`src/rtl/updown_mod_counter.sv`:
```
// Parametrised modulo-N up/down counter with step, wrap/saturate,
// range-checked parallel load and carry/borrow pulses for cascading.
module updown_mod_counter #(
    parameter int WIDTH   = 8,
    parameter int MODULUS = 20,
    parameter int RST_VAL = 0,
    parameter int SW      = 4
) (
    input  logic             CLK,
    input  logic             RST,
    input  logic             PAUSE,
    input  logic             U_D,
    input  logic             SAT,
    input  logic [SW-1:0]    STEP,
    input  logic             LOAD,
    input  logic [WIDTH-1:0] LOAD_VAL,
    input  logic             CLR_ERR,
    output logic [WIDTH-1:0] Q,
    output logic             CARRY,
    output logic             BORROW,
    output logic             AT_MAX,
    output logic             AT_ZERO,
    output logic             LOAD_ERR
);

    // One extra bit over the widest operand keeps Q + STEP from overflowing.
    localparam int EW = ((WIDTH > SW) ? WIDTH : SW) + 1;
    localparam logic [EW-1:0] MOD_E = EW'(MODULUS);
    localparam logic [EW-1:0] MAX_E = EW'(MODULUS - 1);

    logic [EW-1:0]    q_e;
    logic [EW-1:0]    step_e;
    logic [EW-1:0]    lv_e;
    logic [EW-1:0]    sum;
    logic [WIDTH-1:0] q_n;
    logic             c_n;
    logic             b_n;
    logic             load_ok;

    assign q_e     = EW'(Q);
    assign step_e  = EW'(STEP);
    assign lv_e    = EW'(LOAD_VAL);
    assign sum     = q_e + step_e;
    assign load_ok = (lv_e < MOD_E);

    always_comb begin
        q_n = Q;
        c_n = 1'b0;
        b_n = 1'b0;
        if (U_D) begin
            if (sum <= MAX_E) begin
                q_n = WIDTH'(sum);
            end else begin
                c_n = 1'b1;
                q_n = SAT ? WIDTH'(MAX_E) : WIDTH'(sum - MOD_E);
            end
        end else begin
            if (q_e >= step_e) begin
                q_n = WIDTH'(q_e - step_e);
            end else begin
                b_n = 1'b1;
                q_n = SAT ? '0 : WIDTH'(q_e + MOD_E - step_e);
            end
        end
    end

    always_ff @(posedge CLK) begin
        if (RST) begin
            Q      <= WIDTH'(RST_VAL);
            CARRY  <= 1'b0;
            BORROW <= 1'b0;
        end else if (LOAD) begin
            if (load_ok) begin
                Q <= LOAD_VAL;
            end
            CARRY  <= 1'b0;
            BORROW <= 1'b0;
        end else if (PAUSE) begin
            CARRY  <= 1'b0;
            BORROW <= 1'b0;
        end else begin
            Q      <= q_n;
            CARRY  <= c_n;
            BORROW <= b_n;
        end
    end

    // A bad load on the same edge as a clear leaves the error visible.
    always_ff @(posedge CLK) begin
        if (RST) begin
            LOAD_ERR <= 1'b0;
        end else if (LOAD && !load_ok) begin
            LOAD_ERR <= 1'b1;
        end else if (CLR_ERR) begin
            LOAD_ERR <= 1'b0;
        end
    end

    assign AT_MAX  = (q_e == MAX_E);
    assign AT_ZERO = (Q == '0);

endmodule

```
`config.mk`:
```
export PLATFORM = sky130hd
export DESIGN_NAME = updown_mod_counter
export DESIGN_NICKNAME = d
export VERILOG_FILES = /design/src/rtl/updown_mod_counter.sv
export SDC_FILE = /design/constraint.sdc
export NUM_CORES = 1
export LEC_CHECK = 0
export ABC_AREA = 1
export CAP_MARGIN = 40
export CORE_MARGIN = 2
export CORE_UTILIZATION = 64
export DETAILED_ROUTE_END_ITERATION = 8
export DONT_BUFFER_PORTS = 1
export PLACE_DENSITY = 0.84
export SETUP_SLACK_MARGIN = 0.02
export SYNTH_ARGS = -nofsm -noshare
export SYNTH_HDL_FRONTEND = slang
export SYNTH_SLANG_ARGS = --single-unit
```
`constraint.sdc`:
```
create_clock -name CLK -period 2.5 [get_ports CLK]
set_input_delay 0.375 -clock CLK [delete_from_list [all_inputs] [get_ports CLK]]
set_output_delay 0.375 -clock CLK [all_outputs]
set_load 0.01 [all_outputs]
```
==> impl_metrics.yaml <==
route:
  wire_per_inst_um: 15.4
  avgViaCountPerCell: 5.99
  first_pass_iters: 6
  drtIter0Drc: 225
  drc: 0
  vias: 1935
  wirelength_um: 4970
  ant_nets: 0
synth:
  async_flop_share_pct: 0
  synthFlopType: "dfxtp_1"
  synth_seq_cells: 11
  synth_area_mm2: 0.00177
  synth_warnings: 0
  synth_cells: 280
  synth_edf_count: 0
  syn-num-nets: 323
  ys_types: 35
  yosysSeqAreaShare_pct: 12.5
  postSynthAreaPerCell_um2: 6.31
grt:
  grt_use_met2_pct: 50.3
  antenna_found_initial: 0
  grt_pass1_wl_um: 7710
  grt_pass1_vias: 1706
  grt_usage_pct: 30.4
  grt_overflow: 0
  met3_usage_pct: 5.07
  grt_start_max_net_pins: 14
  grt_use_met1_pct: 41.4
  busiest_layer: "met2"
place:
  port_buffers: 0
  detailed_place_hpwl_um: 3780
  gp_congestion: 1.01
  dpl-instance-area_mm2: 0.00184
sta:
  min_period_ps: 2370
  whs_ps: 151
  report.final.setup_viol: 0
  fin_crit_sh_pct: 94.8
  finalHoldViolCount: 0
  max_slew.worst_pin.slew_ps: 807
  fmax_ghz: 0.422
  fin_worst_skew_ps: 3.47
  slew_viol_final: 0
  slew-limit-headroom_pct: 45.9
min_path:
  holdPathStages: 1
  hp-class: "in2reg"
clock_network:
  cts_made_buffers: 3
  h-tree-depth: 1
  cts_tree: "yes"
  cts.sinks: 11
  cts_hold_buf: 0
  cts_buffer_depth: 2
  worstSkewPairLatency_ps: 270
  cts_root_buf: "clkbuf_4"
  clk_pin_slew_ps: 60
floorplanning:
  io_pins: 32
  die_y_um: 56.6
  rows: 19
  die_x_um: 56.6
  coreArea_mm2: 0.00269
  initial_utilization_pct: 65.8
  dieArea_mm2: 0.00320
critical_path:
  crit_path_max_fanout: 6
  worstSetupPathType: "reg2reg"
  cp.arrival_ps: 2570
  end_kind: "flip-flop"
  critPathRequiredTime_ps: 2700
  crit_path_start_kind: "flip-flop"
  r2r_cells: 15
power:
  power_switching_uw: 415
  netSwitchingFraction_pct: 47.5
  ir_drop_mv: 0.597
  power.share.clock_pct: 13.8
  comb_power_share_pct: 62.8
  intPower_uw: 459
  p_per_area_mw_per_mm2: 438
  pwr-share-seq_pct: 23.5
  cellLeakagePower_nw: 0.996
cells_and_area:
  area_growth_pct: 12.9
  fill_cells: 212
  seq_area_um2: 225
  antennaDiodeCount: 0
  multi_input_area_mm2: 0.00146
  fin_nets: 336
  drive_gt1_share_pct: 21.2
  layout_commonest_cell: "nand2_1"
  layout_common_cells: "72 x nand2_1, 36 x inv_1, 21 x nand3_1"
  design_area_mm2: 0.00200
status:
  status: "completed"
job:
  drv_cap: 0
registers in the layout (all words and copies together), names as in the netlist:
signal	flops
LOAD_ERR	1
BORROW	1
CARRY	1
Q	8
stage by stage:
step | setup WS (ps) | setup TNS (ps) | cells | power, mW | utilization [%]
detailed placement | 0.540 | 0 | 315 | 0.682 | 68.6
finish | 131 | 0 | 323 | 0.874 | 74.3
global route | -14.6 | -27.0 | 323 | 0.936 | 74.3
floorplan | 130 | 0 | 280 | 0.579 | -
CTS | 41.8 | 0 | 319 | 0.803 | 69.6
global placement | 24.9 | 0 | 315 | 0.671 | 68.6
critical path: stages (launching register included):
cell	delay (ps)
dfxtp_1	340
inv_2	80
ha_4	320
inv_2	100
a21oi_4	140
nand2_2	100
nand2_1	110
nand2_2	70
inv_1	130
ha_4	210
or2_2	270
nand2_1	70
nand3_1	80
nand2_1	90
nand2_1	60
a21oi_1	120
Yosys cell counts, types with 3 or more instances:
library cell	number	share of area [%]
nand4_1	8	2.8
nor2_1	21	4.5
dfxtp_1	11	12
inv_1	37	7.9
xor2_1	6	3.0
nand2_4	4	2.5
xnor2_1	3	1.5
a21oi_2	3	1.5
ha_1	21	15
a21oi_1	19	5.4
nand2_2	8	2.8
nand2_1	73	15
o21ai_0	11	3.1
nand3_1	22	6.2
fa_1	3	3.4
nor3_1	3	0.85
per-layer routing:
layer	share of wire [%]	routed length (um)
met5	0	0
met4	3.0	147
met3	9.9	492
met2	47	2330
met1	40	2000
worst paths after layout:
kind	startpoint	to	slack, ps
max	Q[2]	Q[3]	130
min	RST	Q[1]	150
max reg2reg	Q[2]	Q[3]	130
min reg2reg	Q[0]	Q[0]	560
repair_timing:
item / in CTS / in global routing
buffers inserted: 0 / 3
pin swaps: 0 / 5
gates cloned: 0 / 1
resized for setup: 2 / 23
setup endpoints to repair: 5 / 8
cell families after synthesis:
kind of cell / after synthesis / share of synthesized area [%]
compound gates: 39 / 13.0
xor+xnor: 9 / 4.46
buf+inv: 46 / 10.5
simple gates: 151 / 41.3
fa+ha+maj: 24 / 18.3
flops: 11 / 12.5
layout make-up:
| class | count | share of cell area (%) |
|---|---|---|
| Clock buffer | 4 | 1.32 |
| Inverter | 41 | 7.71 |
| Multi-Input combinational cell | 224 | 73.2 |
| Sequential cell | 11 | 11.3 |
| Tap cell | 31 | 1.94 |
| Timing Repair Buffer | 12 | 4.51 |
power groups by stage:
stage | sequential (mW) | clock, mW | combinational (mW)
after floorplan | 0.210 | 0 | 0.369
after global placement | 0.208 | 0 | 0.463
after detailed placement | 0.208 | 0 | 0.474
after CTS | 0.204 | 0.121 | 0.478
after global routing | 0.207 | 0.132 | 0.598
final | 0.205 | 0.120 | 0.549
No activity file was read; power rests on OpenSTA's default activity.
==> patch 1: new RTL, same flow settings <==
Set the parameter `MODULUS` to 16 (it was 20).
--- a/src/rtl/updown_mod_counter.sv
+++ b/src/rtl/updown_mod_counter.sv
@@ -3,5 +3,5 @@
 module updown_mod_counter #(
     parameter int WIDTH   = 8,
-    parameter int MODULUS = 20,
+    parameter int MODULUS = 16,
     parameter int RST_VAL = 0,
     parameter int SW      = 4
Function: changed (Yosys sat finds a counterexample within 4 cycles, from zero or initial values and one cycle with RST high).
==> patch 1 against the original RTL <==
Clock skew is 0.0055 ns higher; final area shrank 10%; setup slack improved by 0.041 ns; area after synthesis is 4.2% lower; wire length down 18%; critical path type unchanged; global-route usage decreased by 3.1 points; power decreased by 15%; sequential cell count unchanged.
==> patch 1: results (changes against the original RTL) <==
status finished, final reports clean (unchanged); P_clk 0.000122 W; H-Tree Depth 1 (unchanged); Detail Placement HPWL 3370 um (was 3780 um); met2 Usage GRT 48.8% (was 50.3%); First-pass DRT Iterations 4 (was 6); drt initial violations 102 (was 225); Worst Path Arrival 2.53 ns (was 2.57 ns); drt total wl 4080 um (was 4970 um); Syn Area/Cell 7.11 sq um (was 6.31 sq um); first-pass GRT wire length 6730 um (was 7710 um); Leak 0.901 nW (was 0.996 nW); Tmin final 2.33 ns (was 2.37 ns); Synthesis Warnings 0 (unchanged); FF-to-FF Start Q[0]$_SDFFE_PP0P_ (was Q[2]$_SDFFE_PP0P_); worst clock skew 0.00894 ns (was 0.00347 ns); setup_tns 0 ns (unchanged); CP delay by family, top adder cells (was simple AND/OR/NAND/NOR gates); Met1 Wirelength 1730 um (was 2000 um); Yosys cell types 37 (was 35); post-DR vias/cell 5.74 (was 5.99); sequential fraction of design power 27.5% (was 23.5%); cell count after placement 272 (was 315); synth cell count leaders 54 x nand2_1, 25 x inv_1, 24 x nand3_1, 20 x ha_1, 15 x a21oi_1 (was 73 x nand2_1, 37 x inv_1, 22 x nand3_1, 21 x ha_1, 21 x nor2_1); met3 Use GR 3.75% (was 5.07%); Min Hold Slack 0.155 ns (was 0.151 ns); CTS Buf Count 3 (unchanged); vias in the first global route 1531 (was 1706); Final nets 291 (was 336); largest net degree at the start of global routing 11 (was 14); Placed Instance Area 1750 sq um (was 1840 sq um); total track usage 27.4% (was 30.4%); routed wl met2 2070 um (was 2330 um); Final Non-Filler Cells 276 (was 323); Reg clk slew, reported paths 0.08 ns (was 0.06 ns); Peak VDD IR 573 uV (was 597 uV); DR WL met3 236 um (was 492 um); slowest stage delay, CP 0.38 ns (was 0.34 ns); worst-path fanout max 5 (was 6); Slew HR 65.0% (was 45.9%); Seq/Total Area, Yosys 13.0% (was 12.5%); sw frac 45.1% (was 47.5%); pre-CTS setup slack 0.0501 ns (was 0.000540 ns); grt met1 use 34.2% (was 41.4%); layout cell share with drive strength beyond 1 19.9% (was 21.2%); Worst R2R Setup Slack 0.17 ns (was 0.13 ns)
## patch 1: changes by cell type after synthesis, moves of 5 or more
cell and change:
nand2_1 -19, inv_1 -12, nor2_1 -8, o21ai_0 -6, o21ai_1 +7, nand4_1 -5
## patch 1: final cells by class
cell class,count,area [sq um]
multi-input combinational,195,1330
fill,211,711
sequential,11,221
inverter,28,110
timing repair buffer,8,60.1
tap,30,37.5
clock buffer,4,26.3
## patch 1: cells by family (layout without fill, tap and decap cells)
group | after synthesis | in the layout | synth area share [%]
AND/OR/NAND/NOR | 124 | 124 | 38.3
adder cells (fa/ha/maj) | 25 | 25 | 20.7
buffers and inverters | 32 | 40 | 8.94
flip-flops | 11 | 11 | 13.0
AO/OA/AOI/OAI | 34 | 34 | 11.8
XOR/XNOR | 12 | 12 | 7.32
## patch 1: timing repair
item,in CTS,in global routing
pin swaps,0,1
resized for setup,1,5
hold endpoints to repair,0,0
endpoints found under the setup margin,1,4
==> patch 2: new RTL, config.mk and constraints unchanged <==
Without the edit above. Put a register stage on the outputs `AT_MAX` and `AT_ZERO`, cleared by the reset. The values now appear one clock later. The other outputs are not delayed to match.
--- a/src/rtl/updown_mod_counter.sv
+++ b/src/rtl/updown_mod_counter.sv
@@ -97,6 +97,13 @@
     end
 
-    assign AT_MAX  = (q_e == MAX_E);
-    assign AT_ZERO = (Q == '0);
+    always_ff @(posedge CLK) begin
+        if (RST) begin
+            AT_MAX  <= '0;
+            AT_ZERO <= '0;
+        end else begin
+            AT_MAX  <= (q_e == MAX_E);
+            AT_ZERO <= (Q == '0);
+        end
+    end
 
 endmodule
Function: changed (Yosys sat finds a counterexample within 4 cycles, from zero or initial values and one cycle with RST high).
==> patch 2 against the original RTL <==
Power barely moved; setup slack improved by 0.037 ns; area after synthesis increased by 0.50%; combinational power fell by 7.7%; critical endpoint is now Q[7]$_SDFFE_PP0P_; final area fell by 1.6%; clock power rose by 10%; wire length is 6.6% lower; non-clock buffer count rose by 1; worst hold slack got worse by 0.0051 ns; count of clock-buffer cells in the layout stayed put; sequential cell count up 2; global-route usage is 1.7 points lower; utilization fell by 1.2 points.
==> patch 2: results (changes against the original RTL) <==
status finished, final reports clean (unchanged); CTS Buf Count 3 (unchanged); clock latency on the worst-skew pair 0.28 ns; R2R cell count 14 (was 15); worst clock skew 0.00199 ns (was 0.00347 ns); Post-synth EDFFs 0 (unchanged); Tcrit/Tclk final 93.3% (was 94.8%); layout cell share with drive strength beyond 1 18.5% (was 21.2%); ys flop type dfxtp_1 (unchanged); First-pass DRT Iterations 5 (was 6); Placer Congestion 0.945 (was 1.01); H-Tree Depth 1 (unchanged); Hold Crit Depth 1 (unchanged); Final Non-Filler Cells 323 (unchanged); largest net degree at the start of global routing 13 (was 14); antenna violations before repair 0 (unchanged); worst-path fanout max 3 (was 6); Reg with most FFs Q (unchanged); drt total wl 4640 um (was 4970 um); Leak 0.993 nW (was 0.996 nW); sink of the worst hold path Q[1]$_SDFFE_PP0P_ (unchanged); Reg clk slew, reported paths 0.08 ns (was 0.06 ns); Synth async-reset ratio 0% (unchanged); FF-to-FF Start Q[1]$_SDFFE_PP0P_ (was Q[2]$_SDFFE_PP0P_); Peak VDD IR 486 uV (was 597 uV); drt initial violations 177 (was 225); total track usage 28.7% (was 30.4%); Placed Instance Area 1850 sq um (was 1840 sq um); Fill cells 231 (was 212); clock tree buffer depth 2 (unchanged); Slew HR 67.0% (was 45.9%); Met1 Wirelength 1970 um (was 2000 um); synth cell count leaders 69 x nand2_1, 36 x inv_1, 22 x nand3_1 (was 73 x nand2_1, 37 x inv_1, 22 x nand3_1, 21 x ha_1, 21 x nor2_1); Yosys cell types 31 (was 35); vias in the first global route 1642 (was 1706); Synth area leaders ha_1 15%, dfxtp_1 15%, nand2_1 15% (was nand2_1 15%, ha_1 15%, dfxtp_1 12%); pre-CTS setup slack 0.0312 ns (was 0.000540 ns); hold crit path type in2reg (unchanged); Min Hold Slack 0.146 ns (was 0.151 ns); Seq/Total Area, Yosys 14.6% (was 12.5%); routed wl met2 2180 um (was 2330 um); first-pass GRT wire length 7280 um (was 7710 um); cell count after placement 314 (was 315); Final nets 336 (unchanged); Synthesis Warnings 0 (unchanged); Detail Placement HPWL 3550 um (was 3780 um); total number of vias 1849 (was 1935); clock root buffer clkbuf_4 (unchanged); Top Metal Used met4 (unchanged); DR WL met3 373 um (was 492 um); Worst Min Path Start RST (unchanged); Worst R2R Setup Slack 0.17 ns (was 0.13 ns); port bufs 0 (unchanged); max FFs per register 8 (unchanged); cell count after synthesis 279 (was 280); antenna cell count 0 (unchanged); Reg2Reg Capture Point Q[7]$_SDFFE_PP0P_ (was Q[3]$_SDFFE_PP0P_)
-- patch 2: cell types whose count changed after synthesis, moves of 2 or more --
cell     delta
nand2_1     -4
o21ai_1     +3
or2_2       +3
a21oi_1     +2
dfxtp_1     +2
nand3_2     +2
o21ai_0     -2
-- patch 2: layout make-up --
type | count | area (sq um) | share of cell area [%]
multi-input combinational | 222 | 1390 | 70.7
timing repair buffer | 13 | 97.6 | 4.97
inverter | 40 | 150 | 7.65
tap | 31 | 38.8 | 1.98
sequential | 13 | 262 | 13.3
clock buffer | 4 | 26.3 | 1.34
-- patch 2: kinds of logic (layout without fill, tap and decap cells) --
logic type / Yosys count / count (layout) / share of synthesized area (%)
XOR/XNOR: 8 / 8 / 3.94
AND/OR/NAND/NOR: 147 / 147 / 39.9
flip-flops: 13 / 13 / 14.6
AO/OA/AOI/OAI: 43 / 43 / 13.7
adder cells (fa/ha/maj): 24 / 24 / 18.2
buffers and inverters: 44 / 57 / 9.72
-- patch 2: how the worst max path moves through the flow --
stage,to,depth (start not counted),start
floorplan,Q[7]$_SDFFE_PP0P_,15,Q[1]$_SDFFE_PP0P_
global placement,Q[7]$_SDFFE_PP0P_,16,STEP[1]
detailed placement,Q[7]$_SDFFE_PP0P_,16,STEP[1]
CTS,Q[1]$_SDFFE_PP0P_,13,Q[0]$_SDFFE_PP0P_
global route,Q[7]$_SDFFE_PP0P_,14,Q[1]$_SDFFE_PP0P_
finish,Q[7]$_SDFFE_PP0P_,14,Q[1]$_SDFFE_PP0P_
-- patch 2: report_power, final --
group / switching [W] / internal [W]
Sequential: 0.0000141 / 0.000221
Clock: 0.0000702 / 0.0000620
Combinational: 0.000307 / 0.000200
-- patch 2: routing by layer --
metal  vias up  GRT usage [%]
met5         -              0
met1       811           38.5
li1        930              -
met4         0           10.2
met2        96           45.5
met3        12           5.76
-- patch 2: what timing repair did --
item,in CTS,in global routing
gates resized for setup,0,12
endpoints found under the setup margin,0,8
setup buffers,0,4
endpoints found under the hold margin,0,0
-- patch 2: worst max-delay path, cell delays in order, from the launching register on --
cell and delay (ns):
dfxtp_1 0.34, ha_1 0.22, inv_1 0.07, fa_1 0.46, ha_1 0.23, a21oi_2 0.16
o21ai_2 0.10, nand2_1 0.09, nand4_1 0.07, nand3_1 0.09, nand2_1 0.07, a21oi_1 0.13
nand2_1 0.08, nand2_1 0.06, a21oi_1 0.05
-- patch 2: per-stage QoR --
stage          power, W  setup TNS, ns
2_1_floorplan  0.000594              0
3_3_place_gp   0.000680              0
3_5_place_dp   0.000690              0
4_1_cts        0.000820              0
5_1_grt        0.000941       -0.00194
6_report       0.000875              0
